===== config.mk =====
export PLATFORM = sky130hd
export DESIGN_NAME = fp32_stream_source_32
export DESIGN_NICKNAME = d
export VERILOG_FILES = /design/src/rtl/fp32_stream_source_32.sv
export SDC_FILE = /design/constraint.sdc
export NUM_CORES = 1
export LEC_CHECK = 0
export ABC_CLOCK_PERIOD_IN_PS = 1800
export CELL_PAD_IN_SITES_DETAIL_PLACEMENT = 1
export CELL_PAD_IN_SITES_GLOBAL_PLACEMENT = 2
export CORE_UTILIZATION = 42
export CTS_BUF_LIST = sky130_fd_sc_hd__clkbuf_16
export DETAILED_ROUTE_END_ITERATION = 16
export MAX_ROUTING_LAYER = met4
export PLACE_DENSITY_LB_ADDON = 0.25
export SLEW_MARGIN = 20
export SYNTH_ARGS = -nofsm -noshare
export SYNTH_HDL_FRONTEND = slang
export SYNTH_SLANG_ARGS = --single-unit
export TNS_END_PERCENT = 1

===== constraint.sdc =====
create_clock -name clk -period 1.8 [get_ports clk]
set_input_delay 0.36 -clock clk [delete_from_list [all_inputs] [get_ports clk]]
set_output_delay 0.36 -clock clk [all_outputs]
set_load 0.1 [all_outputs]

===== src/rtl/fp32_stream_source_32.sv =====
// fp32_stream_source_32: holds one frame of DEPTH float32 words written through a
// random-access port and, on start, streams them one word per cycle with
// valid/last to the 32-input FP32 adder. Words are passed bit-exact.
// Optional build macro: STREAM_BACKPRESSURE_EN adds i_ready flow control.
//
// state    | meaning
// ---------+------------------------------------------------------------
// S_IDLE   | waiting for start; frame buffer writable
// S_STREAM | emitting mem[0..DEPTH-1]; buffer write-protected
// S_DONE   | one-cycle o_done pulse after the last word; busy still high
module fp32_stream_source_32 #(
   parameter int DATA_WIDTH = 32,
   parameter int DEPTH      = 32,
   parameter int ADDR_WIDTH = 5
) (
   input  logic                  clk,
   input  logic                  rst_n,
   input  logic                  i_wr_en,
   input  logic [ADDR_WIDTH-1:0] i_wr_addr,
   input  logic [DATA_WIDTH-1:0] i_wr_data,
   input  logic                  i_start,
`ifdef STREAM_BACKPRESSURE_EN
   input  logic                  i_ready,
`endif
   output logic [DATA_WIDTH-1:0] o_data,
   output logic                  o_valid,
   output logic                  o_last,
   output logic                  o_busy,
   output logic                  o_done
);

   typedef enum logic [1:0] {
      S_IDLE   = 2'd0,
      S_STREAM = 2'd1,
      S_DONE   = 2'd2
   } state_t;

   state_t                  state_q, state_d;
   logic [ADDR_WIDTH-1:0]   rd_ptr_q, rd_ptr_d;
   logic [DATA_WIDTH-1:0]   data_q, data_d;
   logic                    valid_q, valid_d;
   logic                    last_q, last_d;
   logic                    busy_q, busy_d;
   logic                    done_q, done_d;
   logic [DATA_WIDTH-1:0]   mem_q [DEPTH];
   logic [DATA_WIDTH-1:0]   mem_d [DEPTH];
   logic                    advance;

   // A held word (valid without ready) blocks the stream; an empty output never does.
`ifdef STREAM_BACKPRESSURE_EN
   assign advance = !valid_q || i_ready;
`else
   assign advance = 1'b1;
`endif

   // Next-state, frame buffer write and output register computation.
   always_comb begin
      state_d  = state_q;
      rd_ptr_d = rd_ptr_q;
      data_d   = data_q;
      valid_d  = valid_q;
      last_d   = last_q;
      busy_d   = busy_q;
      done_d   = done_q;
      mem_d    = mem_q;
      case (state_q)
         S_IDLE: begin
            // The write lands on the same edge as a start, so it is part of the frame.
            if (i_wr_en) begin
               mem_d[i_wr_addr] = i_wr_data;
            end
            if (i_start) begin
               state_d  = S_STREAM;
               rd_ptr_d = '0;
               busy_d   = 1'b1;
            end
         end
         S_STREAM: begin
            if (advance) begin
               if (last_q) begin
                  // rd_ptr has already wrapped to 0 here; no extra word is emitted.
                  state_d = S_DONE;
                  valid_d = 1'b0;
                  last_d  = 1'b0;
                  done_d  = 1'b1;
               end else begin
                  data_d   = mem_q[rd_ptr_q];
                  valid_d  = 1'b1;
                  last_d   = (rd_ptr_q == ADDR_WIDTH'(DEPTH - 1));
                  rd_ptr_d = rd_ptr_q + ADDR_WIDTH'(1);
               end
            end
         end
         S_DONE: begin
            state_d = S_IDLE;
            done_d  = 1'b0;
            busy_d  = 1'b0;
         end
         default: begin
            state_d = S_IDLE;
            valid_d = 1'b0;
            last_d  = 1'b0;
            busy_d  = 1'b0;
            done_d  = 1'b0;
         end
      endcase
   end

   // State, pointer, outputs and buffer; reset abandons any frame and clears the buffer.
   always_ff @(posedge clk or negedge rst_n) begin
      if (!rst_n) begin
         state_q  <= S_IDLE;
         rd_ptr_q <= '0;
         data_q   <= '0;
         valid_q  <= 1'b0;
         last_q   <= 1'b0;
         busy_q   <= 1'b0;
         done_q   <= 1'b0;
         for (int i = 0; i < DEPTH; i++) begin
            mem_q[i] <= '0;
         end
      end else begin
         state_q  <= state_d;
         rd_ptr_q <= rd_ptr_d;
         data_q   <= data_d;
         valid_q  <= valid_d;
         last_q   <= last_d;
         busy_q   <= busy_d;
         done_q   <= done_d;
         for (int i = 0; i < DEPTH; i++) begin
            mem_q[i] <= mem_d[i];
         end
      end
   end

   assign o_data  = data_q;
   assign o_valid = valid_q;
   assign o_last  = last_q;
   assign o_busy  = busy_q;
   assign o_done  = done_q;

endmodule

==> out/qor.csv, run 1 <==
metric;value;unit
synthesized area per cell;14.5;um2
worst path required time;2.39;ns
Mapped Cells;3383;
initial DRC count;1725;
Worst Tran Pin Value;0.528;ns
Placed Instance Area;0.0548;mm2
Vias;30807;
uppermost layer routed;met4;
worst-path fanout max;8;
layout cells sized above 1;47.1;%
FF+latch area;0.0267;mm2
final WL;154000;um
M1 wire length;69800;um
largest family of logic cells by synthesized area;multiplexers;
post-synth net total;3426;
Simple-Gate Fraction of Synth Area;1.71;%
Final Hold Viols;0;
Sequential Power Share;33.9;%
yosys warns;0;
setup violators final;1064;
RSZ-0062 raised after global routing;true;
cts bufs inserted;116;
Netlist cell types;50;
Sw Ratio;34.9;%
DIE HEIGHT;344;um
TritonCTS clock tree;built;
floorplan row count;124;
clock sink total;1067;
mux share of post-synthesis cell area;35.5;%
smallest setup slack after layout;-0.495;ns
period utilization;127;%
Final Max Tran Viols;0;
Vias per Instance;5.86;
GRT Total Usage;27.2;%
Leak Pwr;29.6;nW
die area;0.118;mm2
Yosys top cell by area;dfrtp_1;
adder-cell share of the synthesized area;0.0511;%
Synth top area share;54.5;%
Pre-antenna DRT Iters;5;
sequential area share after synthesis;54.5;%
antenna-violating nets left;0;
Async SR Flop Fraction;100;%
clock network power share;27.1;%
vias in the first global route;34522;
crit path launch type;flip-flop;
largest net degree at the start of global routing;83;
critical path class;flip-flop to flip-flop;
DP Wirelength;94300;um
Bufs on Longest Clock Path;3;
Syn Std Cell Area;0.0490;mm2
worst slack at placement;-0.837;ns
Layout Nets;3694;
outcome;finished, violations left;
hold slack;0.160;ns
fmax;436;MHz
Synth Register Bits;1067;
GP Congestion;0.831;
initial core utilization;42.6;%
initial antenna violation count;2;
core area;0.115;mm2
Main synth FF type;dfrtp_1;
crit path DAT;2.89;ns
max_slew headroom;64.8;%
H-tree depth;3;
Worst-path clk slew;0.06;ns
peak supply drop;0.00110;V
synth-to-layout area growth;24.9;%
fin cells;5257;
Final Cell Area;0.0612;mm2
Synth Area in XOR/XNOR;0;%
Worst Setup End Kind;flip-flop;
max-cap violations;0;
Multi-input gate area;0.0225;mm2
io pins;77;
grt ovf;0;
Comb power frac;39.0;%
drc violations;0;
Pint;54.8;mW
top cells by area, synth;dfrtp_1, mux2_2, mux2i_1;
global-route wire length before repair;233000;um
CTS root buffer;clkbuf_16;
failing checks;negative setup slack;
Fin Setup TNS;-226.39;ns
Final Skew;0.0265;ns
Die X;344;um
P_sw;29.4;mW
Worst-Skew Late Latency;0.72;ns
Post-synth EDFFs;0;
PortBufs;76;
Placed Cells;4995;
Avg WL per Cell;29.3;um
fin crit period;2.29;ns
hold crit path type;input port to async pin;
Synth Area in Compound Gates;4.77;%
DR WL met2;74200;um
met3 routed WL;6340;um
pwr/cell area;1380;mW/mm2
fillers;10730;
critical path, cell delays in order (launching register included):
cell      delay, ns
dfrtp_1        0.39
buf_6          0.13
nor4b_4        0.29
nand2b_1       0.14
buf_6          0.15
buf_12         0.12
nor4_4         0.21
buf_6          0.20
buf_16         0.19
mux2_2         0.36
synth_stat cells (all sizes together), types with 4 or more instances:
cell type,number
nand2,20
mux2,1057
nand3,35
dfrtp,1067
a22o,4
clkbuf,134
a31oi,32
nor2,53
o22ai,32
buf,194
o21ai,38
mux2i,384
a21oi,35
a22oi,128
o31ai,32
a221o,32
mux4,64
inv,5
kinds of logic (layout without fill, tap and decap cells):
kind of cell | after synthesis | count (layout)
other cells | 0 | 1
fa+ha+maj | 2 | 2
simple gates | 141 | 141
compound gates | 335 | 335
flops | 1067 | 1067
buf+inv | 333 | 694
mux | 1505 | 1505
power by group through the flow:
stage | sequential, mW | clock, mW | combinational, mW
after floorplan | 30.2 | 0 | 14.5
after global placement | 28.6 | 0 | 28.7
after detailed placement | 28.9 | 0 | 29.3
after CTS | 28.5 | 23.3 | 32.1
after global routing | 28.8 | 24.2 | 34.4
final | 28.6 | 22.8 | 32.8
timing repair:
item                                   in CTS  in global routing
resized for setup                         411                195
buffers inserted                           27                  9
setup endpoints to repair                1067               1067
cloned                                     13                  3
endpoints found under the hold margin     254                  0
pin swaps                                  40                 23
hold buffers                                1                  0
registers in the layout, indices dropped and copies added (netlist names):
name / flops
o_busy: 1
o_valid: 1
rd_ptr_q: 5
o_data: 32
o_last: 1
mem_q: 1024
o_done: 1
state_q: 2
metrics by stage:
| step | util (%) | total power [mW] |
|---|---|---|
| 2_1_floorplan | - | 44.7 |
| 3_3_place_gp | 47.6 | 57.3 |
| 3_5_place_dp | 47.6 | 58.1 |
| 4_1_cts | 52.6 | 83.9 |
| 5_1_grt | 53.2 | 87.4 |
| 6_report | 53.2 | 84.2 |
final cells by class:
| type | instances | share of cell area (%) |
|---|---|---|
| repair buffers | 478 | 10.6 |
| clock inverters | 92 | 0.987 |
| diodes | 1 | 0.00409 |
| multi-input cells | 1983 | 36.8 |
| well taps | 1512 | 3.09 |
| clock buffers | 119 | 4.86 |
| inverters | 5 | 0.0307 |
| flip-flops and latches | 1067 | 43.6 |
final timing paths:
| kind | depth (start not counted) | startpoint | slack, ns | end |
|---|---|---|---|---|
| hold reg to reg | 1 | mem_q[836] | 0.49 | mem_q[836] |
| max in group asynchronous | 4 | rst_n | 0.70 | mem_q[861] |
| hold / removal | 2 | rst_n | 0.16 | o_data[18] |
| setup reg to reg | 9 | state_q[1] | -0.49 | mem_q[1012] |
| min in group clk | 3 | i_start | 0.30 | o_busy |
| setup / recovery | 9 | state_q[1] | -0.49 | mem_q[1012] |
layout by cell type (no fill, tap or decap), types with 5 or more instances in the layout:
master,count
clkinv_2,33
mux2_4,421
bufinv_16,7
a31oi_1,29
o21ai_0,33
nand2_1,5
inv_1,24
nand3_1,31
o22ai_1,28
a21oi_1,19
mux4_1,24
nor2_4,17
o31ai_1,19
buf_12,171
a21oi_2,14
nand2_4,6
nor2_1,35
o31ai_2,12
buf_6,30
clkinv_1,27
mux2i_1,380
a221o_1,32
buf_8,6
clkbuf_16,122
mux2_2,590
mux4_2,40
mux2_1,46
clkdlybuf4s50_1,39
dfrtp_1,1062
buf_16,20
buf_4,207
nand2_2,9
a22oi_1,125
metal layers:
metal,up-vias,global-route usage (%)
met5,-,-
met4,0,8.01
met3,209,3.69
met2,635,42.4
met1,16921,37.2
li1,13042,-
No activity file was read; power rests on OpenSTA's default activity.
==> run 2, diff against run 1 <==
Settings changed: CORE_MARGIN set to 2, SETUP_SLACK_MARGIN set to 0.15.
==> out/qor.csv, run 2 (synthesis gave the netlist of run 1 again) <==
metric;value;unit
outcome;finished, violations left;
failing checks;negative setup slack;
global-route wire length before repair;235000;um
floorplan row count;125;
Layout Nets;3703;
final WL;158000;um
core area;0.116;mm2
die area;0.119;mm2
worst-path fanout max;7;
pwr/cell area;1420;mW/mm2
worst path required time;2.41;ns
PortBufs;76;
Avg WL per Cell;29.9;um
period utilization;128;%
Final Skew;0.0259;ns
Crit-path slowest cell;dfrtp_4;
Vias;30928;
setup violators final;1058;
grt ovf;0;
crit path DAT;2.92;ns
Leak Pwr;29.5;nW
GRT Total Usage;27.1;%
most common cell after layout, fill and taps aside;dfrtp_1;
DIE HEIGHT;346;um
max_slew headroom;60.0;%
crit path launch type;flip-flop;
Final Cell Area;0.0608;mm2
r2r startpoint;rd_ptr_q[0];
R2R depth;6;
GP Congestion;0.816;
max-cap violations;0;
antenna-violating nets left;0;
fmax;433;MHz
Bufs on Longest Clock Path;3;
initial antenna violation count;1;
layout cells sized above 1;46.5;%
Pwr Total;86.1;mW
RR Endpoint;o_data[2];
hold crit path type;input port to async pin;
worst path cell trace;or2b_4 > bufbuf_16 > o21ai_0 > o31ai_2 > a21oi_4 > a221o_1;
Worst-Skew Late Latency;0.73;ns
CTS root buffer;clkbuf_16;
TritonCTS clock tree;built;
synth-to-layout area growth;24.1;%
hold slack;0.179;ns
Placed Instance Area;0.0547;mm2
largest net degree at the start of global routing;79;
vias in the first global route;34587;
Final Hold Viols;0;
Worst Tran Pin Value;0.600;ns
slowest cell delay on critical path;0.56;ns
initial core utilization;42.3;%
Die X;346;um
Worst Setup End Kind;flip-flop;
drc violations;0;
smallest setup slack after layout;-0.510;ns
Final Max Tran Viols;0;
cts bufs inserted;117;
max reg flops;1024;
Top reg by flops;mem_q;
io pins;77;
initial DRC count;1852;
Pre-antenna DRT Iters;5;
critical path class;flip-flop to flip-flop;
fin crit period;2.31;ns
Vias per Instance;5.86;
Worst-path clk slew;0.06;ns
H-tree depth;3;
RSZ-0062 raised after global routing;true;
most frequent cells in the layout;dfrtp_1, mux2_2, mux2i_1;
clock sink total;1067;
R2R Setup Slk;-0.51;ns
fillers;10794;
peak supply drop;0.00122;V
DP Wirelength;95100;um
-- run 2: cell count changes in the layout (fill, tap and decap cells not counted), sizes merged --
cell,change
bufinv,+2
diode,+1
clkinvlp,-2
buf,+3
clkinv,-13
inv,+17
bufbuf,+4
-- run 2: through the flow --
step                instances  TNS, ns  worst slack (ns)  util [%]
global placement         4997  -694.51            -0.994      47.2
detailed placement       4997  -711.44            -0.977      47.2
finish                   5281  -283.26            -0.510      52.5
global route             5280  -345.08            -0.550      52.5
floorplan                3383    -8.49           -0.0951         -
CTS                      5267  -278.51            -0.555      51.8
-- run 2: worst max-delay path by stage --
stage,start,endpoint,slack [ns]
final,rd_ptr_q[0],o_data[2],-0.51
after global routing,state_q[1],mem_q[493],-0.55
after CTS,state_q[1],mem_q[1005],-0.55
after detailed placement,i_wr_addr[0],mem_q[1008],-0.98
after global placement,i_wr_addr[0],mem_q[1006],-0.99
after floorplan,state_q[1],mem_q[1018],-0.1
-- run 2: worst max-delay path, delay by kind of cell (launching register included) --
kind / cells / cell delay [ns]
buffers and inverters: 1 / 0.32
DFF: 1 / 0.56
AOI/OAI and AO/OA: 4 / 0.98
and+or+nand+nor: 1 / 0.32
-- run 2: area by class of cell --
cell class	instances	area (um2)	area share (%)
clock buffers	118	2950	4.86
clock inverters	96	693	1.14
inverters	5	18.8	0.0309
flip-flops and latches	1067	26700	43.9
diodes	2	5.00	0.00823
repair buffers	486	6780	11.2
multi-input cells	1983	21700	35.7
well taps	1524	1910	3.14
-- run 2: layer usage --
layer | share of wire, % | up-vias | track usage, %
li1 | - | 13043 | -
met1 | 44 | 17028 | 35.2
met2 | 49 | 593 | 44.2
met3 | 3.5 | 264 | 3.39
met4 | 3.5 | 0 | 8.60
met5 | 0 | - | -
-- run 2: what timing repair did --
item | CTS | global route
endpoints found under the setup margin | 1096 | 1096
resized for setup | 229 | 140
hold buffers | 1 | 0
buffers inserted | 35 | 6
pin swaps | 38 | 26
hold endpoints to repair | 421 | 0
cloned | 20 | 6
-- run 2: report_power, final --
group	leakage (nW)	internal [mW]	total, mW	switching (mW)
clock network	1.91	13.1	23.1	9.98
logic	13.0	16.3	34.5	18.2
registers	14.6	26.7	28.5	1.86
total	29.5	56.1	86.1	30.0
